--- src/rtl/board_draw_sched.sv ---
// board_draw_sched: walks the 8x8 Othello board through the 12x12 tile plotter,
// one start/done job per cell. Define CURSOR_OVERLAY_EN to frame the cursor cell.
module board_draw_sched #(
  parameter int TILE_SIZE = 12,
  parameter int X_ORIGIN  = 16,
  parameter int Y_ORIGIN  = 12,
  parameter int BOARD_DIM = 8
) (
  input  logic       clock,
  input  logic       resetn,
  input  logic       full_req,
  input  logic       cell_req,
  input  logic [2:0] cell_row,
  input  logic [2:0] cell_col,
  input  logic [2:0] cursor_row,
  input  logic [2:0] cursor_col,
  output logic [5:0] board_addr,
  input  logic [1:0] board_data,
  output logic [7:0] tile_x,
  output logic [6:0] tile_y,
  output logic [1:0] tile_select,
  output logic       tile_start,
  input  logic       tile_done,
  output logic       busy,
  output logic       frame_done,
  output logic [2:0] dbg_state
);

  // Plotter handshake: tile_start is a one-cycle launch; tile_x/y/select hold
  // from that cycle until the plotter answers with a one-cycle tile_done.
  typedef enum logic [2:0] {
    S_IDLE  = 3'd0,
    S_FETCH = 3'd1,
    S_READ  = 3'd2,
    S_START = 3'd3,
    S_WAIT  = 3'd4,
    S_NEXT  = 3'd5
`ifdef CURSOR_OVERLAY_EN
    , S_OVL_START = 3'd6
    , S_OVL_WAIT  = 3'd7
`endif
  } state_t;

  state_t     r_state;
  state_t     w_next_state;
  logic [5:0] r_index;
  logic       r_full_mode;
  logic       r_full_pend;
  logic       r_cell_pend;
  logic [2:0] r_pend_row;
  logic [2:0] r_pend_col;
  logic [1:0] r_select;

  logic       w_take_full;
  logic       w_take_cell;
  logic       w_last;
  logic [1:0] w_map_sel;
  logic [7:0] w_tile_x;
  logic [6:0] w_tile_y;

  assign w_take_full = full_req | r_full_pend;
  assign w_take_cell = cell_req | r_cell_pend;
  assign w_last      = (r_index == 6'(BOARD_DIM * BOARD_DIM - 1));
  assign w_tile_x    = 8'(X_ORIGIN) + 8'(r_index[2:0]) * 8'(TILE_SIZE);
  assign w_tile_y    = 7'(Y_ORIGIN) + 7'(r_index[5:3]) * 7'(TILE_SIZE);
  assign dbg_state   = r_state;

`ifdef CURSOR_OVERLAY_EN
  logic w_at_cursor;
  assign w_at_cursor = (r_index == {cursor_row, cursor_col});
`else
  logic w_unused_cursor;
  assign w_unused_cursor = ^{cursor_row, cursor_col};
`endif

  // Code 10 is not a legal cell state; draw it as empty.
  always_comb begin
    case (board_data)
      2'b01:   w_map_sel = 2'd1;
      2'b11:   w_map_sel = 2'd3;
      default: w_map_sel = 2'd0;
    endcase
  end

  always_ff @(posedge clock or negedge resetn) begin
    if (!resetn) r_state <= S_IDLE;
    else         r_state <= w_next_state;
  end

  always_comb begin
    w_next_state = r_state;
    case (r_state)
      S_IDLE:  if (w_take_full || w_take_cell) w_next_state = S_FETCH;
      S_FETCH: w_next_state = S_READ;
      S_READ:  w_next_state = S_START;
      S_START: w_next_state = S_WAIT;
`ifdef CURSOR_OVERLAY_EN
      S_WAIT:      if (tile_done) w_next_state = w_at_cursor ? S_OVL_START : S_NEXT;
      S_OVL_START: w_next_state = S_OVL_WAIT;
      S_OVL_WAIT:  if (tile_done) w_next_state = S_NEXT;
`else
      S_WAIT:  if (tile_done) w_next_state = S_NEXT;
`endif
      S_NEXT:  w_next_state = (r_full_mode && !w_last) ? S_FETCH : S_IDLE;
      default: w_next_state = S_IDLE;
    endcase
  end

  // A full redraw repaints every cell, so it also swallows any pending cell job.
  always_ff @(posedge clock or negedge resetn) begin
    if (!resetn) begin
      r_index     <= '0;
      r_full_mode <= 1'b0;
      r_full_pend <= 1'b0;
      r_cell_pend <= 1'b0;
      r_pend_row  <= '0;
      r_pend_col  <= '0;
      r_select    <= '0;
    end else begin
      if (r_state == S_IDLE) begin
        if (w_take_full) begin
          r_index     <= '0;
          r_full_mode <= 1'b1;
          r_full_pend <= 1'b0;
          r_cell_pend <= 1'b0;
        end else if (w_take_cell) begin
          r_index     <= cell_req ? {cell_row, cell_col} : {r_pend_row, r_pend_col};
          r_full_mode <= 1'b0;
          r_cell_pend <= 1'b0;
        end
      end else begin
        if (full_req) r_full_pend <= 1'b1;
        if (cell_req) begin
          r_cell_pend <= 1'b1;
          r_pend_row  <= cell_row;
          r_pend_col  <= cell_col;
        end
      end
      if (r_state == S_READ) r_select <= w_map_sel;
      if (r_state == S_NEXT && r_full_mode && !w_last) r_index <= r_index + 6'd1;
    end
  end

  always_comb begin
    busy        = (r_state != S_IDLE);
    board_addr  = r_index;
    tile_start  = 1'b0;
    tile_x      = '0;
    tile_y      = '0;
    tile_select = '0;
    frame_done  = 1'b0;
    case (r_state)
      S_START: begin
        tile_start  = 1'b1;
        tile_x      = w_tile_x;
        tile_y      = w_tile_y;
        tile_select = r_select;
      end
      S_WAIT: begin
        tile_x      = w_tile_x;
        tile_y      = w_tile_y;
        tile_select = r_select;
      end
`ifdef CURSOR_OVERLAY_EN
      S_OVL_START: begin
        tile_start  = 1'b1;
        tile_x      = w_tile_x;
        tile_y      = w_tile_y;
        tile_select = 2'd2;
      end
      S_OVL_WAIT: begin
        tile_x      = w_tile_x;
        tile_y      = w_tile_y;
        tile_select = 2'd2;
      end
`endif
      S_NEXT:  frame_done = r_full_mode && w_last;
      default: ;
    endcase
  end

endmodule

--- config.mk ---
export PLATFORM = sky130hd
export DESIGN_NAME = board_draw_sched
export DESIGN_NICKNAME = d
export VERILOG_FILES = /design/src/rtl/board_draw_sched.sv
export SDC_FILE = /design/constraint.sdc
export NUM_CORES = 1
export LEC_CHECK = 0
export CORE_MARGIN = 10
export CORE_UTILIZATION = 41
export DETAILED_ROUTE_END_ITERATION = 10
export HOLD_SLACK_MARGIN = 0.02
export PLACE_DENSITY = 0.76
export SETUP_SLACK_MARGIN = 0.15
export SYNTH_ARGS = -nofsm -noshare
export SYNTH_HDL_FRONTEND = slang
export SYNTH_SLANG_ARGS = --single-unit
export TNS_END_PERCENT = 50
--- constraint.sdc ---
create_clock -name clock -period 2.25 [get_ports clock]
set_clock_uncertainty 0.2 [all_clocks]
set_input_delay 0.45 -clock clock [delete_from_list [all_inputs] [get_ports clock]]
set_output_delay 0.45 -clock clock [all_outputs]
set_load 0.02 [all_outputs]
==> flow_summary.yaml <==
status:
  status: "complete, but fails checks"
  violations: "setup timing"
setup_path:
  worstPathCellList: "ha_4, inv_4, fa_2, inv_2, ha_2, xor2_1, nor2_2, buf_6"
  crit_path_end_kind: "primary output"
  critical-path-slowest-cell: "fa_2"
  cp.arrival_ps: 2020
  setup.worst_path.start_class: "flip-flop"
  worstPathBufferInverterCount: 3
  required_ps: 1600
  critical_path_class: "reg2out"
  cp_slowest_stage_delay_ps: 530
  crit_fanout: 3
  critical_path.top_delay_family: "adder cells"
floorplanning:
  dieArea_um2: 6270
  start_util_pct: 42.7
  placementRows: 21
  core-area_um2: 3360
  num_io_pins: 48
  die_y_um: 79.2
  die_w_um: 79.2
sta:
  fin_crit_ps: 2670
  hold_viol: 0
  worst_slack_ps: -420
  finalCritPeriodShare_pct: 119
  finalSetupViolations: 8
  max_freq_mhz: 375
  rsz0062_at_grt: "true"
  finalMaxSlewViolations: 0
global_route:
  grtUsageTotal_pct: 12.0
  grt_pass1_wl_mm: 6.32
  grt_pass1_vias: 1385
  antenna_found_initial: 0
  overflow: 0
  grt_max_degree: 21
place:
  dpl.hpwl_mm: 2.90
  place_inst: 265
  dpl_worst_slack_ps: -591
  place_congestion: 0.828
  port_buffers: 37
cells_and_area:
  layout-drive-gt1-share_pct: 46.8
  register_area_um2: 508
  syn_to_final_growth_pct: 60.9
  fin_nets: 266
  stdcell_count: 281
  multi_input_area_um2: 953
  final_util_pct: 68.7
  n_antenna_cell: 0
  nFillCells: 282
routing:
  drtAntennaViolNets: 0
  dr.pass1.iters: 4
  routed_wl_mm: 3.83
  vias_per_cell: 4.74
  drt_iter0_markers: 34
  wire_per_inst_um: 13.6
  drc: 0
  vias: 1331
logic_synthesis:
  ys_seq_area_share_pct: 34.9
  synth_flop_cell: "dfrtp_1"
  synth_edf_count: 0
  synth_cell_types: 42
  netlist_area_um2: 1440
  ys_ff_latch: 20
  synthCells: 160
  ys_warn_count: 0
  syn_area_per_cell_um2: 8.97
  synthArstFlopShare_pct: 100
power:
  ir_worst_vdd_uv: 586
  combinationalPowerShare_pct: 71.1
  p_per_area_nw_per_um2: 1320
  seq_power_share_pct: 22.1
  power.leakage_nw: 1.06
  netSwitchingPower_w: 0.00133
  power_frac_clock_pct: 6.8
  sw_frac_of_total_pct: 43.5
  internal-power_w: 0.00172
clocking:
  cts_buffers: 3
  holdBufCountCts: 0
  cts_tree: "yes"
  h-tree-depth: 1
  root_buffer: "clkbuf_4"
  clk_path_buf_depth: 2
  cts_sinks: 20
  clk-insertion-delay-late_ps: 290
  path_clk_slew_ps: 110
hold_path:
  min_path_type: "in2async"
flow_run:
  maxCapViolCount: 0
## power groups by stage
stage | sequential [W] | combinational (W) | clock [W]
4_1_cts | 0.000671 | 0.00209 | 0.000214
6_report | 0.000674 | 0.00217 | 0.000206
3_5_place_dp | 0.000679 | 0.00191 | 0
5_1_grt | 0.000700 | 0.00236 | 0.000236
2_1_floorplan | 0.000760 | 0.00103 | 0
3_3_place_gp | 0.000669 | 0.00185 | 0
## routing by layer
layer,share of wire (%),up-vias,global-route usage [%]
met3,5.1,6,3.04
met1,41,618,12.8
li1,-,674,-
met2,53,33,22.6
met4,0.99,0,3.58
met5,0,-,0
## layout make-up
cell class	instances	share of cell area (%)
clock buffer	4	1.57
inverter	12	2.17
multi-input combinational	119	41.3
sequential	20	22.0
tap	46	2.49
timing repair buffer	80	30.5
## path summary, 6_finish.rpt
path | cells past startpoint | slack (ps) | to | startpoint
setup reg to reg | 8 | 310 | board_addr[5] | board_addr[1]
hold / removal | 2 | 270 | dbg_state[1] | resetn
setup / recovery | 8 | -420 | tile_x[6] | board_addr[1]
hold reg to reg | 2 | 290 | r_select[1] | r_select[1]
max in group asynchronous | 2 | 1360 | board_addr[3] | resetn
min in group clock | 2 | 290 | r_select[1] | r_select[1]
## flip-flops by register name (all words and copies together) (netlist names)
register	flops
dbg_state	3
r_pend_col	3
r_full_mode	1
r_pend_row	3
r_full_pend	1
r_cell_pend	1
r_select	2
board_addr	6
## cells in the mapped netlist, types with 2 or more instances
master	number	area (um^2)
nand3_1	2	10.0
buf_4	4	30.0
fa_1	3	60.1
nor3b_1	2	15.0
buf_6	2	22.5
inv_1	11	41.3
mux2_2	6	67.6
dfrtp_1	20	500
nand2_1	19	71.3
o21ai_0	10	50.1
clkbuf_1	2	7.51
nor3_1	2	10.0
xor2_1	2	17.5
nor2b_1	5	31.3
ha_1	8	100
xnor2_1	6	52.6
buf_2	3	15.0
a21oi_1	8	40.0
o21ai_1	2	10.0
nor2_1	21	78.8
## logic make-up (layout without fill, tap and decap cells)
family                   Yosys count  in the layout  share of synthesized area, %
adder cells (fa/ha/maj)           11             11                          11.2
XOR/XNOR                           8              8                          4.88
AO/OA/AOI/OAI                     28             28                          12.1
buffers and inverters             24             96                          8.72
multiplexers                       6              6                          4.71
flip-flops                        20             20                          34.9
AND/OR/NAND/NOR                   62             62                          23.3
other                              1              4                         0.261
## placed cells by master (no fill, tap or decap), types with 2 or more instances in the layout
cell type and n:
buf_4 43, nand2_1 19, nor2_1 15, dfrtp_1 14, buf_6 13, clkdlybuf4s50_1 12
o21ai_0 10, a21oi_1 8, dlygate4sd2_1 7, mux2_2 6, dfrtp_2 6, inv_2 5
xnor2_1 5, inv_1 5, ha_4 5, nor2b_1 4, conb_1 4, nor2_2 3
nor2_4 3, clkbuf_4 3, inv_4 2, nor3_2 2, nand3_1 2, o21ai_1 2
fa_2 2, ha_1 2, buf_2 2
## stage by stage
stage                     hold WS [ps]  power, W  cell area [um^2]  TNS, ps
final                              273   0.00305              2310    -1910
after floorplan                  -45.6   0.00179              1490     -375
after global routing               278   0.00329              2310    -2690
after detailed placement           267   0.00259              2070    -2940
after global placement             260   0.00252              2070    -2550
after CTS                          272   0.00298              2230    -1760
## worst register-to-register path, stage by stage, from the launching register on
cell	delay, ps
dfrtp_2	450
ha_4	180
buf_4	120
buf_4	150
nand4_4	110
buf_4	130
and2_0	270
a21o_1	160
a21oi_1	60
## timing repair
action,in CTS,in global routing
endpoints found under the setup margin,22,17
setup buffers,9,3
pin swaps,14,13
resized for setup,100,20
No activity file was read; power rests on OpenSTA's default activity.
